[config.mk]
export PLATFORM = sky130hd
export DESIGN_NAME = multi_vend_ctrl
export DESIGN_NICKNAME = d
export VERILOG_FILES = /design/src/rtl/vend_pkg.sv /design/src/rtl/stock_counter.sv /design/src/rtl/multi_vend_ctrl.sv
export SDC_FILE = /design/constraint.sdc
export NUM_CORES = 1
export LEC_CHECK = 0
export ABC_AREA = 1
export CORE_MARGIN = 2
export CORE_UTILIZATION = 50
export DETAILED_ROUTE_END_ITERATION = 10
export PLACE_DENSITY = 0.74
export SLEW_MARGIN = 20
export SYNTH_ARGS = -nofsm -noshare
export SYNTH_HDL_FRONTEND = slang
export SYNTH_SLANG_ARGS = --single-unit
[constraint.sdc]
create_clock -name clk -period 2.5 [get_ports clk]
set_input_delay 0.75 -clock clk [delete_from_list [all_inputs] [get_ports clk]]
set_output_delay 0.75 -clock clk [all_outputs]
set_load 0.02 [all_outputs]
[src/rtl/vend_pkg.sv]
// Shared types and constants for the multi-product vending controller.
package vend_pkg;

  typedef enum logic [1:0] {
    ST_IDLE   = 2'd0,
    ST_CREDIT = 2'd1,
    ST_VEND   = 2'd2,
    ST_CHANGE = 2'd3
  } vend_state_t;

  localparam int NUM_COIN  = 3;
  localparam int COIN_IDX0 = 0;
  localparam int COIN_IDX1 = 1;
  localparam int COIN_IDX2 = 2;

endpackage

[src/rtl/stock_counter.sv]
// Per-product stock counter: reload to STOCK_MAX, saturating decrement, empty flag.
module stock_counter #(
  parameter int STOCK_W   = 2,
  parameter int STOCK_MAX = 3
) (
  input  logic clk,
  input  logic reset,
  input  logic i_load,
  input  logic i_dec,
  output logic o_zero
);

  localparam logic [STOCK_W-1:0] L_MAX = STOCK_W'(STOCK_MAX);
  localparam logic [STOCK_W-1:0] L_ONE = STOCK_W'(1);

  logic [STOCK_W-1:0] r_count;

  // Stock register: load wins over decrement, never goes below zero.
  always_ff @(posedge clk or posedge reset) begin
    if (reset) begin
      r_count <= L_MAX;
    end else if (i_load) begin
      r_count <= L_MAX;
    end else if (i_dec && (r_count != {STOCK_W{1'b0}})) begin
      r_count <= r_count - L_ONE;
    end else begin
      r_count <= r_count;
    end
  end

  assign o_zero = (r_count == {STOCK_W{1'b0}});

endmodule

[src/rtl/multi_vend_ctrl.sv]
// Vending controller: coin credit, product selection, one-cycle vend,
// unit-by-unit change return and per-product stock tracking.
module multi_vend_ctrl
  import vend_pkg::*;
#(
  parameter int NUM_PROD   = 4,
  parameter int COIN_VAL0  = 1,
  parameter int COIN_VAL1  = 2,
  parameter int COIN_VAL2  = 5,
  parameter int PRICE      = 5,
  parameter int MAX_CREDIT = 9,
  parameter int CREDIT_W   = 4,
  parameter int STOCK_W    = 2,
  parameter int STOCK_MAX  = 3
) (
  input  logic                clk,
  input  logic                reset,
  input  logic [2:0]          coin,
  input  logic [NUM_PROD-1:0] sel,
  input  logic                cancel,
  input  logic                restock,
  output logic [NUM_PROD-1:0] vend,
  output logic                change_pulse,
  output logic                reject,
  output logic                busy,
  output logic [CREDIT_W-1:0] credit,
  output logic [NUM_PROD-1:0] sold_out
);

  if ((MAX_CREDIT >= (1 << CREDIT_W)) || (PRICE > MAX_CREDIT) ||
      (STOCK_MAX >= (1 << STOCK_W))) begin : g_bad_param
    $error("multi_vend_ctrl: illegal parameter combination");
  end

  localparam logic [CREDIT_W:0]   L_COIN0 = (CREDIT_W+1)'(COIN_VAL0);
  localparam logic [CREDIT_W:0]   L_COIN1 = (CREDIT_W+1)'(COIN_VAL1);
  localparam logic [CREDIT_W:0]   L_COIN2 = (CREDIT_W+1)'(COIN_VAL2);
  localparam logic [CREDIT_W:0]   L_MAXC  = (CREDIT_W+1)'(MAX_CREDIT);
  localparam logic [CREDIT_W-1:0] L_PRICE = CREDIT_W'(PRICE);
  localparam logic [CREDIT_W-1:0] L_ONE   = CREDIT_W'(1);
  localparam logic [CREDIT_W-1:0] L_ZERO  = {CREDIT_W{1'b0}};

  vend_state_t         r_state;
  vend_state_t         w_next_state;
  logic [CREDIT_W-1:0] r_credit;
  logic [CREDIT_W-1:0] w_credit_nxt;
  logic [CREDIT_W-1:0] r_change;
  logic [CREDIT_W-1:0] w_change_nxt;
  logic [NUM_PROD-1:0] r_vend;
  logic [NUM_PROD-1:0] w_vend_nxt;
  logic                r_reject;
  logic                w_reject_nxt;
  logic                w_load;
  logic [NUM_PROD-1:0] w_dec;
  logic [NUM_PROD-1:0] w_zero;

  logic                w_coin_onehot;
  logic [CREDIT_W:0]   w_coin_val;
  logic [CREDIT_W:0]   w_coin_sum;
  logic                w_coin_ok;
  logic                w_sel_ok;
  logic [CREDIT_W-1:0] w_vend_rem;

  function automatic logic sel_is_onehot(input logic [NUM_PROD-1:0] v);
    int unsigned n;
    n = 32'd0;
    for (int i = 0; i < NUM_PROD; i++) begin
      n = n + 32'(v[i]);
    end
    return (n == 32'd1);
  endfunction

  // Coin decode: a coin is usable only if it is one-hot and fits under MAX_CREDIT.
  always_comb begin
    w_coin_onehot = (32'(coin[COIN_IDX0]) + 32'(coin[COIN_IDX1]) +
                     32'(coin[COIN_IDX2])) == 32'd1;
    if (coin[COIN_IDX0]) begin
      w_coin_val = L_COIN0;
    end else if (coin[COIN_IDX1]) begin
      w_coin_val = L_COIN1;
    end else if (coin[COIN_IDX2]) begin
      w_coin_val = L_COIN2;
    end else begin
      w_coin_val = {(CREDIT_W+1){1'b0}};
    end
    w_coin_sum = {1'b0, r_credit} + w_coin_val;
    w_coin_ok  = w_coin_onehot && (w_coin_sum <= L_MAXC);
    w_sel_ok   = sel_is_onehot(sel) && (r_credit >= L_PRICE) &&
                 ((sel & ~w_zero) != {NUM_PROD{1'b0}});
    w_vend_rem = (r_credit >= L_PRICE) ? (r_credit - L_PRICE) : L_ZERO;
  end

  // Next-state and datapath decode; any strobed coin not consumed is returned.
  always_comb begin
    w_next_state = r_state;
    w_credit_nxt = r_credit;
    w_change_nxt = r_change;
    w_vend_nxt   = {NUM_PROD{1'b0}};
    w_reject_nxt = (coin != 3'b000);
    w_load       = 1'b0;
    w_dec        = {NUM_PROD{1'b0}};
    case (r_state)
      ST_IDLE: begin
        w_load = restock;
        if (w_coin_ok) begin
          w_credit_nxt = w_coin_sum[CREDIT_W-1:0];
          w_reject_nxt = 1'b0;
          w_next_state = ST_CREDIT;
        end else begin
          w_credit_nxt = L_ZERO;
        end
      end
      ST_CREDIT: begin
        if (cancel) begin
          w_change_nxt = r_credit;
          w_next_state = (r_credit != L_ZERO) ? ST_CHANGE : ST_IDLE;
        end else if (w_sel_ok) begin
          w_vend_nxt   = sel;
          w_next_state = ST_VEND;
        end else if (w_coin_ok) begin
          w_credit_nxt = w_coin_sum[CREDIT_W-1:0];
          w_reject_nxt = 1'b0;
        end else begin
          w_next_state = ST_CREDIT;
        end
      end
      ST_VEND: begin
        w_dec        = r_vend;
        w_credit_nxt = w_vend_rem;
        w_change_nxt = w_vend_rem;
        w_next_state = (w_vend_rem != L_ZERO) ? ST_CHANGE : ST_IDLE;
      end
      ST_CHANGE: begin
        if (r_change <= L_ONE) begin
          w_change_nxt = L_ZERO;
          w_credit_nxt = L_ZERO;
          w_next_state = ST_IDLE;
        end else begin
          w_change_nxt = r_change - L_ONE;
          w_credit_nxt = (r_credit != L_ZERO) ? (r_credit - L_ONE) : L_ZERO;
        end
      end
      default: begin
        w_change_nxt = L_ZERO;
        w_credit_nxt = L_ZERO;
        w_next_state = ST_IDLE;
      end
    endcase
  end

  // State, credit, change and output pulse registers.
  always_ff @(posedge clk or posedge reset) begin
    if (reset) begin
      r_state  <= ST_IDLE;
      r_credit <= L_ZERO;
      r_change <= L_ZERO;
      r_vend   <= {NUM_PROD{1'b0}};
      r_reject <= 1'b0;
    end else begin
      r_state  <= w_next_state;
      r_credit <= w_credit_nxt;
      r_change <= w_change_nxt;
      r_vend   <= w_vend_nxt;
      r_reject <= w_reject_nxt;
    end
  end

  for (genvar g = 0; g < NUM_PROD; g++) begin : g_stock
    stock_counter #(
      .STOCK_W  (STOCK_W),
      .STOCK_MAX(STOCK_MAX)
    ) u_stock (
      .clk   (clk),
      .reset (reset),
      .i_load(w_load),
      .i_dec (w_dec[g]),
      .o_zero(w_zero[g])
    );
  end

  assign vend         = r_vend;
  assign change_pulse = (r_state == ST_CHANGE);
  assign reject       = r_reject;
  assign busy         = (r_state == ST_VEND) || (r_state == ST_CHANGE);
  assign credit       = r_credit;
  assign sold_out     = w_zero;

endmodule

==> impl_metrics.toml <==
[global_routing]
total_congestion_overflow_after_global_routing = 0
grt_first_pass_wirelength_um = 7020
track_usage_pct = 21.6
antenna_violations_before_repair = 0
grt_max_degree = 24
first_global_vias = 1645

[synth]
synth_adder_area_share_pct = 12.2
postSynthAreaPerCell_um2 = 7.00
syn_nets = 287
synth.most_common_cell = "sky130_fd_sc_hd__nand2_1"
mappedNetlistArea_um2 = 1820
seq_area_frac_synth_pct = 32.2
combinational_family_with_the_most_area_after_synthesis = "simple AND/OR/NAND/NOR gates"
multiplexer_share_of_the_synthesized_area_pct = 0
synth_edf_count = 0
synth_simple_gate_area_share_pct = 29.9
yosys.area_share.xor_xnor_pct = 0.963
synth.cells.most_frequent = "sky130_fd_sc_hd__nand2_1 (67), sky130_fd_sc_hd__inv_1 (46), sky130_fd_sc_hd__nor2_1 (23)"
yosysTopAreaCellShare_pct = 20.6
synthArstFlopShare_pct = 100
netlist_instances = 260
ys.warnings.count = 0
ys.flop_type = "sky130_fd_sc_hd__dfrtp_1"
synth_area_leader_cell = "sky130_fd_sc_hd__dfrtp_1"
ys_seq_elements = 23
compound_cell_area_share_of_the_yosys_netlist_pct = 11.3
yosys-top-cells-area = "sky130_fd_sc_hd__dfrtp_1 (21%), sky130_fd_sc_hd__nand2_1 (14%), sky130_fd_sc_hd__dfstp_2 (12%)"
number_of_distinct_library_cells_after_synthesis = 29

[detailed_routing]
detailed_router_s_first_iteration_violation_count = 45
routed_wirelength_um = 4050
dr_total_vias = 1731
drt_pre_antenna_iters = 4
vias_per_cell = 4.96
avgRoutedWirePerCell_um = 11.6
drc = 0
detail-route-antenna-nets = 0

[clock_network]
cts_htree_levels = 1
tritoncts_clock_tree = "built"
clock_sinks = 23
clk-insertion-delay-late_ns = 0.32
worst_setup_hold_path_clk_slew_ns = 0.13
cts.root.buffer_cell = "sky130_fd_sc_hd__clkbuf_4"
ctsHoldBuffers = 0
tritoncts.num_buffers = 3
clk_path_buf_depth = 2

[timing]
tightestPinTransition_ns = 0.485
timing.slew.headroom_pct = 67.6
report.final.slew_viol_count = 0
final_hold_viol_count = 0
finalSetupViolations = 0
worst_setup_skew_after_layout_ns = 0.00290
rsz0062_at_grt = "true"
post-route-min-period_ns = 2.42
fmaxAchievable_mhz = 413
min_period_over_period_pct = 96.9

[pwr]
power.share.combinational_pct = 61.6
power.share.sequential_pct = 29.0
internal-power_mw = 0.991
power_dissipated_by_switching_net_loads_mw = 0.929
share_clk_of_total_power_pct = 9.4
vdd_drop_max_uv = 612
leakage_nw = 1.27
p_per_area_nw_per_um2 = 847
switching_share_pct = 48.4

[status]
outcome = "finished, final reports clean"

[floorplan]
num_io_pins = 26
chip_height_um = 64.3
die_area_um2 = 4140
coreArea_um2 = 3420
floorplan.die.width_um = 64.3
initial_utilization_pct = 53.3
std_cell_rows = 21

[setup_path]
critPathCaptureType = "output port"
worstPathRequired_ns = 1.75
critical_path_peak_fanout = 3
worst-setup-path-type = "flip-flop to output port"
crit_arrival_ns = 1.67
startpoint_type = "flip-flop"

[final_layout]
share_of_cells_above_drive_strength_1_pct = 19.1
regArea_um2 = 587
antennaDiodeCount = 0
multi_input_comb_area_um2 = 1000
area.growth.synth_to_final_pct = 24.6
finish.utilization_pct = 66.4
finalNetCount = 331
fill_cells = 323
finish.instance_area_um2 = 2270

[placed_design]
placedInstanceArea_um2 = 2210
place.detailed.hpwl_um = 3200
gpl.final_weighted_congestion = 0.890
port_buffers = 25

[min_path]
worst_hold_path_type = "flip-flop to flip-flop"

[job]
max_cap_viol_count = 0
==> layout make-up <==
cell class,instances,share of cell area [%]
clock inverter,1,0.221
tap,46,2.54
timing repair buffer,46,17.5
multi-input combinational,181,44.3
inverter,49,8.50
sequential,23,25.9
clock buffer,3,0.993
==> path summary, 6_finish.rpt <==
kind / startpoint / to / slack [ns] / depth (start not counted)
setup reg to reg: credit[0] / credit[3] / 0.44 / 13
setup / recovery: g_stock[2].u_stock.r_count[0] / sold_out[2] / 0.08 / 3
hold reg to reg: g_stock[2].u_stock.r_count[0] / g_stock[2].u_stock.r_count[0] / 0.54 / 2
hold / removal: g_stock[2].u_stock.r_count[0] / g_stock[2].u_stock.r_count[0] / 0.54 / 2
min in group asynchronous: reset / vend[0] / 0.78 / 3
max in group asynchronous: reset / g_stock[0].u_stock.r_count[0] / 1.44 / 3
==> cells in the final DEF (no fill, tap or decap), types with 10 or more instances in the layout <==
cell type and n:
sky130_fd_sc_hd__nand2_1 64, sky130_fd_sc_hd__inv_1 41, sky130_fd_sc_hd__nor2_1 23, sky130_fd_sc_hd__o21ai_0 21, sky130_fd_sc_hd__nand3_1 21, sky130_fd_sc_hd__buf_4 21, sky130_fd_sc_hd__clkdlybuf4s50_1 18, sky130_fd_sc_hd__dfrtp_1 14
sky130_fd_sc_hd__ha_1 11, sky130_fd_sc_hd__a21oi_1 10
==> stage by stage <==
step | total power, mW | cells | hold WS, ns | TNS [ns] | setup slack, ns
3_3_place_gp | 1.67 | 341 | 0.517 | -6.89 | -0.705
2_1_floorplan | 1.36 | 260 | 0.488 | -0.0151 | -0.0151
4_1_cts | 1.92 | 349 | 0.542 | 0 | 0.0103
3_5_place_dp | 1.69 | 341 | 0.520 | -6.94 | -0.709
5_1_grt | 2.11 | 349 | 0.568 | -0.00696 | -0.00696
6_report | 1.92 | 349 | 0.536 | 0 | 0.0769
==> power by group through the flow <==
stage | Clock, mW | Combinational (mW) | Sequential (mW)
floorplan | 0 | 0.810 | 0.548
global placement | 0 | 1.12 | 0.559
detailed placement | 0 | 1.13 | 0.561
CTS | 0.186 | 1.18 | 0.555
global route | 0.201 | 1.34 | 0.570
finish | 0.180 | 1.18 | 0.557
==> sequential cells by signal (all words and copies together) (netlist names) <==
name                     flops
credit                       4
vend                         4
reject                       1
r_state                      2
g_stock.u_stock.r_count      8
r_change                     4
==> what timing repair did <==
item                                    in CTS  in global routing
resized for setup                           18                  9
setup buffers                                4                  0
pin swaps                                    8                  6
endpoints found under the setup margin      11                 12
==> logic make-up (layout without fill, tap and decap cells) <==
kind of cell / after synthesis / in the layout
buffers and inverters: 56 / 99
adders and majority gates: 16 / 16
and+or+nand+nor: 126 / 126
AOI/OAI and AO/OA: 37 / 37
xor gates and xnor gates: 2 / 2
DFF: 23 / 23
==> routing by layer <==
| layer | GRT usage, % | up-vias | part of all wire [%] | routed length (um) |
|---|---|---|---|---|
| li1 | - | 905 | - | - |
| met1 | 27.9 | 774 | 46 | 1850 |
| met2 | 36.3 | 42 | 48 | 1950 |
| met3 | 4.93 | 10 | 4.9 | 199 |
| met4 | 5.85 | 0 | 1.3 | 53 |
| met5 | 0 | - | 0 | 0 |
==> worst max-delay path, stage by stage, from the launching register on <==
cell                              delay [ns]
sky130_fd_sc_hd__dfstp_2                0.54
sky130_fd_sc_hd__inv_1                  0.05
sky130_fd_sc_hd__ha_1                   0.22
sky130_fd_sc_hd__clkdlybuf4s50_1        0.54
Power figures use the tool's default switching activity.
